==> src/rtl/mul_iter.sv <==
// mul_iter: iterative shift-add multiplier, one partial product per cycle.
//
// Ports:
//   clk        rising-edge clock
//   rst        synchronous, active-high reset
//   in_valid   operand request
//   in_ready   operands accepted (IDLE only, low while rst is high)
//   a, b       WIDTH-bit multiplicand / multiplier
//   is_signed  1: operands and product are two's complement, 0: unsigned
//   out_valid  p holds a completed product
//   out_ready  consumer accepts p
//   p          2*WIDTH-bit registered product
//
// States:
//   state  | meaning
//   IDLE   | waiting for operands, in_ready high
//   CALC   | one shift-add iteration per cycle, WIDTH iterations
//   DONE   | product valid in p, waiting for out_ready

module mul_iter #(
  parameter int WIDTH = 8
) (
  input  logic               clk,
  input  logic               rst,
  input  logic               in_valid,
  output logic               in_ready,
  input  logic [WIDTH-1:0]   a,
  input  logic [WIDTH-1:0]   b,
  input  logic               is_signed,
  output logic               out_valid,
  input  logic               out_ready,
  output logic [2*WIDTH-1:0] p
);

  localparam int CW = (WIDTH > 1) ? $clog2(WIDTH) : 1;
  localparam logic [CW-1:0] LAST = CW'(WIDTH - 1);

  localparam logic [1:0] S_IDLE = 2'd0;
  localparam logic [1:0] S_CALC = 2'd1;
  localparam logic [1:0] S_DONE = 2'd2;

  logic [1:0]         state_q, state_d;
  logic [WIDTH:0]     acc_q, acc_d;
  logic [WIDTH-1:0]   mplr_q, mplr_d;
  logic [WIDTH-1:0]   mag_a_q, mag_a_d;
  logic               neg_q, neg_d;
  logic [CW-1:0]      count_q, count_d;
  logic [2*WIDTH-1:0] p_q, p_d;
  logic               out_valid_q, out_valid_d;

  logic               a_neg, b_neg;
  logic [WIDTH:0]     sum;
  logic [2*WIDTH:0]   shifted;
  logic [2*WIDTH-1:0] prod;

  assign in_ready  = (state_q == S_IDLE) && !rst;
  assign out_valid = out_valid_q;
  assign p         = p_q;

  always_comb begin
    state_d     = state_q;
    acc_d       = acc_q;
    mplr_d      = mplr_q;
    mag_a_d     = mag_a_q;
    neg_d       = neg_q;
    count_d     = count_q;
    p_d         = p_q;
    out_valid_d = out_valid_q;

    a_neg = is_signed && a[WIDTH-1];
    b_neg = is_signed && b[WIDTH-1];

    sum     = acc_q + {1'b0, (mplr_q[0] ? mag_a_q : '0)};
    shifted = {sum, mplr_q} >> 1;
    // acc never exceeds 2^WIDTH-1 after the shift, so the top bit is always 0
    prod    = shifted[2*WIDTH-1:0];

    case (state_q)
      S_IDLE: begin
        if (in_valid) begin
          // -(-2^(W-1)) wraps to 2^(W-1), which is the correct unsigned magnitude
          mag_a_d = a_neg ? -a : a;
          mplr_d  = b_neg ? -b : b;
          neg_d   = a_neg ^ b_neg;
          acc_d   = '0;
          count_d = '0;
          state_d = S_CALC;
        end
      end
      S_CALC: begin
        acc_d   = shifted[2*WIDTH:WIDTH];
        mplr_d  = shifted[WIDTH-1:0];
        count_d = count_q + 1'b1;
        if (count_q == LAST) begin
          p_d         = neg_q ? -prod : prod;
          out_valid_d = 1'b1;
          state_d     = S_DONE;
        end
      end
      S_DONE: begin
        if (out_ready) begin
          out_valid_d = 1'b0;
          state_d     = S_IDLE;
        end
      end
      default: begin
        out_valid_d = 1'b0;
        state_d     = S_IDLE;
      end
    endcase
  end

  always_ff @(posedge clk) begin
    if (rst) begin
      state_q     <= S_IDLE;
      acc_q       <= '0;
      mplr_q      <= '0;
      mag_a_q     <= '0;
      neg_q       <= 1'b0;
      count_q     <= '0;
      p_q         <= '0;
      out_valid_q <= 1'b0;
    end else begin
      state_q     <= state_d;
      acc_q       <= acc_d;
      mplr_q      <= mplr_d;
      mag_a_q     <= mag_a_d;
      neg_q       <= neg_d;
      count_q     <= count_d;
      p_q         <= p_d;
      out_valid_q <= out_valid_d;
    end
  end

endmodule

==> config.mk <==
export PLATFORM = sky130hd
export DESIGN_NAME = mul_iter
export DESIGN_NICKNAME = d
export VERILOG_FILES = /design/src/rtl/mul_iter.sv
export SDC_FILE = /design/constraint.sdc
export NUM_CORES = 1
export LEC_CHECK = 0
export CAP_MARGIN = 10
export CORE_MARGIN = 2
export CORE_UTILIZATION = 40
export CTS_CLUSTER_SIZE = 8
export DETAILED_ROUTE_END_ITERATION = 6
export SLEW_MARGIN = 0
export SYNTH_ARGS = -nofsm -noshare
export SYNTH_HDL_FRONTEND = slang
export SYNTH_SLANG_ARGS = --single-unit
==> constraint.sdc <==
create_clock -name clk -period 4.8 [get_ports clk]
set_input_delay 0.72 -clock clk [delete_from_list [all_inputs] [get_ports clk]]
set_output_delay 0.72 -clock clk [all_outputs]
set_load 0.05 [all_outputs]
==> flow_summary.toml, run 1 <==
[synthesis]
yosys_warnings = 0
synth_area_leaders = "dfxtp_1 (34%), a21oi_1 (6.6%), ha_1 (5.8%)"
synth-edff-count = 0
synth.avg_cell_area_um2 = 7.96
ys.flop_type = "dfxtp_1"
yosysTopAreaCellShare_pct = 33.7
synth.distinct_cells = 46
ys_top_cells_by_count = "dfxtp_1 (47), nand2_1 (39), nor2_1 (39)"
synth.most_common_cell = "dfxtp_1"
synth-seq-cells = 47
synth_nets = 386
synth_top_cell_by_area = "dfxtp_1"
syn-cell-area_mm2 = 0.00280
ys_seq_area_share_pct = 33.7
async_flop_share_pct = 0
syn_inst = 351

[setup_path]
critPathTopFamily = "buffers and inverters"
cpMostUsedCell = "clkdlybuf4s50_1"
critPathKind = "input port to primary output"
crit_end = "in_ready"
worst-path-stages = 3
reg2regPathDepth = 9
crit_fanout = 2
path_cells = "clkdlybuf4s50_1 > nor3_1 > clkdlybuf4s50_1"
cpMaxStageDelayCell = "clkdlybuf4s50_1"
reg2reg_from = "mplr_q[0]"
critical_path_buf_inv_count = 2
cp-startpoint = "rst"
required_ns = 4.08
worst_setup_path_start_kind = "input port"
worstPathArrival_ns = 2.22
max_stage_delay_ns = 0.83
end_kind = "primary output"
r2r_setup_slack_ns = 2.08
worst_r2r_endpoint = "p[15]"

[clock_tree]
cts_hold_buf = 0
cts_max_level = 2
post_cts_buffers = 0
cts.clk_slew.worst_paths_ns = 0.09
clock-sinks = 47
clock_path_buffers = 2
cts_made_buffers = 5
cts_resized = 0
cts_root_buf = "clkbuf_8"
cts_tree = "yes"
clock_latency_ns = 0.30

[floorplanning]
start_util_pct = 41.1
die_y_um = 87.6
die_area_mm2 = 0.00767
rows = 30
ios = 39
core_mm2 = 0.00679
die_x_um = 87.6

[drt]
postRouteWirelength_um = 6170
via_per_inst = 5.27
vias = 2514
drcViolationCount = 0
ant_nets = 0
wl_per_cell_um = 12.9
dr.pass1.iters = 4
initialDrtViolationCount = 123

[global_routing]
grt_max_degree = 49
grt_pass1_vias = 2263
overflow = 0
grt_usage_pct = 16.7
antenna_found_initial = 0
grt_pass1_wl_um = 10400

[sta]
min_period_ns = 2.94
setup_viol = 0
fin_crit_sh_pct = 61.3
finClkSkew_ns = 0.00783
fin_tns_setup_ns = 0
max_freq_mhz = 340
relSlewSlack_pct = 47.7
hold_viol_final = 0
drv_slew = 0
max_slew.worst_pin.slew_ns = 0.784
grt_setup_unrepaired = "no"

[place]
gp_congestion = 0.917
io_buffers = 38
dp_hpwl_um = 4530

[hold_path]
hp-class = "flop to flop"

[final_layout]
fillers = 725
antenna_cells = 0
fin_util_pct = 49.2
drive_gt1_share_pct = 6.30
num-nets-final = 415
syn_to_final_growth_pct = 19.7

[power_and_ir_drop]
p_leak_uw = 0.00127
vdd_drop_max_v = 0.000119
power_density_mw_per_mm2 = 246

[run]
cap_violations = 0

[run_status]
status = "finished clean"
## sequential cells by signal, summed over array words and instances, names as in the netlist
name	count
count_q	3
mag_a_q	8
neg_q	1
out_valid	1
state_q	2
mplr_q	8
p	16
acc_q	8
## worst min-delay path by stage
stage	from	to	slack, ns	cells after the start
floorplan	mag_a_q[6]	mag_a_q[6]	0.43	2
global placement	mag_a_q[6]	mag_a_q[6]	0.44	2
detailed placement	mag_a_q[0]	mag_a_q[0]	0.45	2
CTS	mag_a_q[0]	mag_a_q[0]	0.46	2
global route	p[0]	p[0]	0.48	2
finish	mag_a_q[0]	mag_a_q[0]	0.46	2
## layout by cell type (no fill, tap or decap), drive strengths merged, types with 4 or more instances in the layout
cell type      Yosys  routed
dfxtp             47      47
nand2             39      39
nor2              39      39
clkdlybuf4s50      0      38
a21oi             37      37
xor2              18      18
a211oi            17      17
nand3             15      15
ha                13      13
o21ai             11      11
and2              10      10
inv                8       8
nor3               8       8
a22oi              7       7
clkbuf            17       6
o31ai              6       6
xnor2              5       5
nor4               4       4
nand2b             4       4
or2                4       4
a31oi              4       4
or3                4       4
## through the flow
step | power (uW) | cells | hold slack [ns] | area [um2] | worst slack, ns
CTS | 832 | 477 | 0.459 | 3350 | 1.83
finish | 823 | 477 | 0.458 | 3350 | 1.86
global route | 862 | 477 | 0.479 | 3350 | 1.78
global placement | 569 | 469 | 0.439 | 3250 | 1.84
floorplan | 523 | 351 | 0.427 | 2800 | 2.12
detailed placement | 571 | 469 | 0.445 | 3250 | 1.85
## worst register-to-register path, cell delays in order (launching register included)
cell       delay, ns
dfxtp_1         0.38
and2_1          0.18
ha_1            0.23
fa_1            0.44
a211o_1         0.31
a21oi_1         0.23
o2111ai_1       0.17
nor4_1          0.34
mux2i_1         0.23
o32ai_1         0.08
## power breakdown
group	switching, uW	internal [uW]	total (uW)
sequential	15.9	402	418
clock	144	118	262
combinational	79.8	62.6	142
## area by class of cell
| class | instances | area (um2) | area share [%] |
|---|---|---|---|
| inverter | 8 | 30.0 | 0.898 |
| clock buffer | 6 | 82.6 | 2.47 |
| clock inverter | 2 | 16.3 | 0.486 |
| sequential | 47 | 941 | 28.1 |
| multi-input combinational | 277 | 1750 | 52.4 |
| timing repair buffer | 41 | 403 | 12.0 |
| tap | 96 | 120 | 3.59 |
## routing by layer
metal	GRT usage, %	wire length, um	vias to the layer above
met2	26.4	2680	44
met3	2.83	161	6
met4	4.62	74	0
li1	-	-	1327
met1	23.6	3250	1137
met5	0	0	-
## cells by family after synthesis
| family | count (synthesis) | synth area share [%] |
|---|---|---|
| AND/OR/NAND/NOR | 138 | 23.6 |
| AO/OA/AOI/OAI | 99 | 24.3 |
| adder cells (fa/ha/maj) | 14 | 6.54 |
| flip-flops | 47 | 33.7 |
| XOR/XNOR | 23 | 7.21 |
| buffers and inverters | 27 | 3.63 |
| multiplexers | 3 | 1.07 |
Power figures use the tool's default switching activity.
==> run 2, diff against run 1 <==
==> constraint.sdc (replaced) <==
create_clock -name clk -period 2.69 [get_ports clk]
set_input_delay 0.4035 -clock clk [delete_from_list [all_inputs] [get_ports clk]]
set_output_delay 0.4035 -clock clk [all_outputs]
set_load 0.05 [all_outputs]
==> run 2 against run 1 <==
Compared with the run above: global-route usage is 0.89 points higher; non-clock buffer count is 7 higher; power is 81% higher; critical path depth is 6 higher; via count is 0.99% higher; combinational power is 91% higher; sequential cell count stayed put; setup slack worse by 1.7 ns; worst hold slack better by 0.0024 ns; highest routed layer unchanged.
==> flow_summary.toml, run 2 (same netlist as run 1, synthesis figures left out) <==
[run_status]
status = "finished clean"

[drt]
drcViolationCount = 0
vias = 2539
ant_nets = 0
dr.pass1.iters = 4
initialDrtViolationCount = 154
wl_per_cell_um = 13.1
via_per_inst = 5.25
postRouteWirelength_um = 6350

[place]
dpl.cell_count = 476
gp_congestion = 0.910
dp_hpwl_um = 4700
io_buffers = 38

[setup_path]
critPathKind = "flop to flop"
crit_fanout = 3
worstPathArrival_ns = 2.68
end_kind = "flop"
required_ns = 2.86
r2r_setup_slack_ns = 0.18
worst_setup_path_start_kind = "flop"

[sta]
fin_tns_setup_ns = 0
holdWs_ns = 0.461
max_slew.worst_pin.slew_ns = 0.581
setup_viol = 0
finClkSkew_ns = 0.00721
min_period_ns = 2.51
fin_crit_sh_pct = 93.1
max_freq_mhz = 399
drv_slew = 0
hold_viol_final = 0
relSlewSlack_pct = 61.1
grt_setup_unrepaired = "no"

[floorplanning]
rows = 30
start_util_pct = 41.1
core_mm2 = 0.00679
die_y_um = 87.6
die_x_um = 87.6
die_area_mm2 = 0.00767
ios = 39

[clock_tree]
cts_max_level = 2
cts_tree = "yes"
post_cts_buffers = 0
clock-sinks = 47
cts_made_buffers = 5
clock_path_buffers = 2
clock_latency_ns = 0.30
cts.clk_slew.worst_paths_ns = 0.09
cts_root_buf = "clkbuf_8"

[global_routing]
grt_pass1_vias = 2375
use_met2_pct = 28.9
grt_pass1_wl_um = 10900
grt.busiest_layer = "met2"
met1_usage_pct = 24.0
overflow = 0
grt_max_degree = 35
grt_usage_pct = 17.6
antenna_found_initial = 0
met3_usage_pct = 2.64

[final_layout]
syn_to_final_growth_pct = 22.8
final_common_cell = "dfxtp_1"
finalNonFillerCells = 484
fillers = 678
largest_register_ffs = 16
mostFrequentLayoutCells = "dfxtp_1 (47), nand2_1 (39), nor2_1 (39)"
drive_gt1_share_pct = 9.28
antenna_cells = 0
num-nets-final = 422

[power_and_ir_drop]
intPower_uw = 1070
p_leak_uw = 0.00131
combPwrFrac_pct = 18.3
vdd_drop_max_v = 0.000205
p_seq_share_pct = 49.9
power_density_mw_per_mm2 = 433
power_switching_share_pct = 27.9
switchingPower_uw = 414
p_clk_share_pct = 31.8

[run]
cap_violations = 0

[hold_path]
hp-class = "flop to flop"
run 2: cell count changes in the layout (fill, tap and decap cells not counted), sizes merged:
cell           delta
clkdlybuf4s50     -1
buf               +8
clkinv            -1
clkbuf            +1
run 2: metal layers:
layer,part of all wire [%],vias up
li1,-,1333
met1,50,1136
met2,45,64
met3,3.9,6
met4,1.2,0
met5,0,-
run 2: worst max-delay path, stage by stage, from the launching register on:
cell and delay (ns):
dfxtp_1 0.31, and2_1 0.15, ha_1 0.22, fa_1 0.43, a211o_1 0.32, a21oi_2 0.19, o2111ai_1 0.17, nor4_2 0.29
mux2i_1 0.22, o32ai_1 0.08
run 2: final cells by class:
class	count	area, um2	area share [%]
clock buffers	7	96.3	2.81
clock inverters	1	7.51	0.219
inverters	8	30.0	0.875
multi-input cells	277	1770	51.6
flip-flops and latches	47	941	27.4
well taps	96	120	3.50
repair buffers	48	465	13.6
run 2: per-stage QoR:
| stage | cell area (um2) | util, % | power (uW) | setup WS [ns] |
|---|---|---|---|---|
| floorplan | 2800 | - | 933 | 0.242 |
| finish | 3430 | 50.5 | 1490 | 0.185 |
| global placement | 3310 | 48.7 | 1020 | 0.144 |
| CTS | 3410 | 50.2 | 1510 | 0.0747 |
| global route | 3430 | 50.5 | 1560 | 0.0250 |
| detailed placement | 3310 | 48.7 | 1030 | 0.103 |
run 2: power groups by stage:
| stage | combinational [uW] | clock, uW | sequential [uW] |
|---|---|---|---|
| floorplan | 184 | 0 | 749 |
| global placement | 268 | 0 | 757 |
| detailed placement | 269 | 0 | 758 |
| CTS | 271 | 494 | 742 |
| global route | 303 | 516 | 746 |
| finish | 271 | 473 | 742 |
run 2: final timing paths:
kind / start / endpoint / cells past startpoint
max: mplr_q[0] / p[15] / 9
min: p[0] / p[0] / 2
max reg2reg: mplr_q[0] / p[15] / 9
min reg2reg: p[0] / p[0] / 2
run 2: repair_timing:
item | CTS | global route
hold buffers | 0 | 0
resized for setup | 0 | 5
setup endpoints to repair | 0 | 3
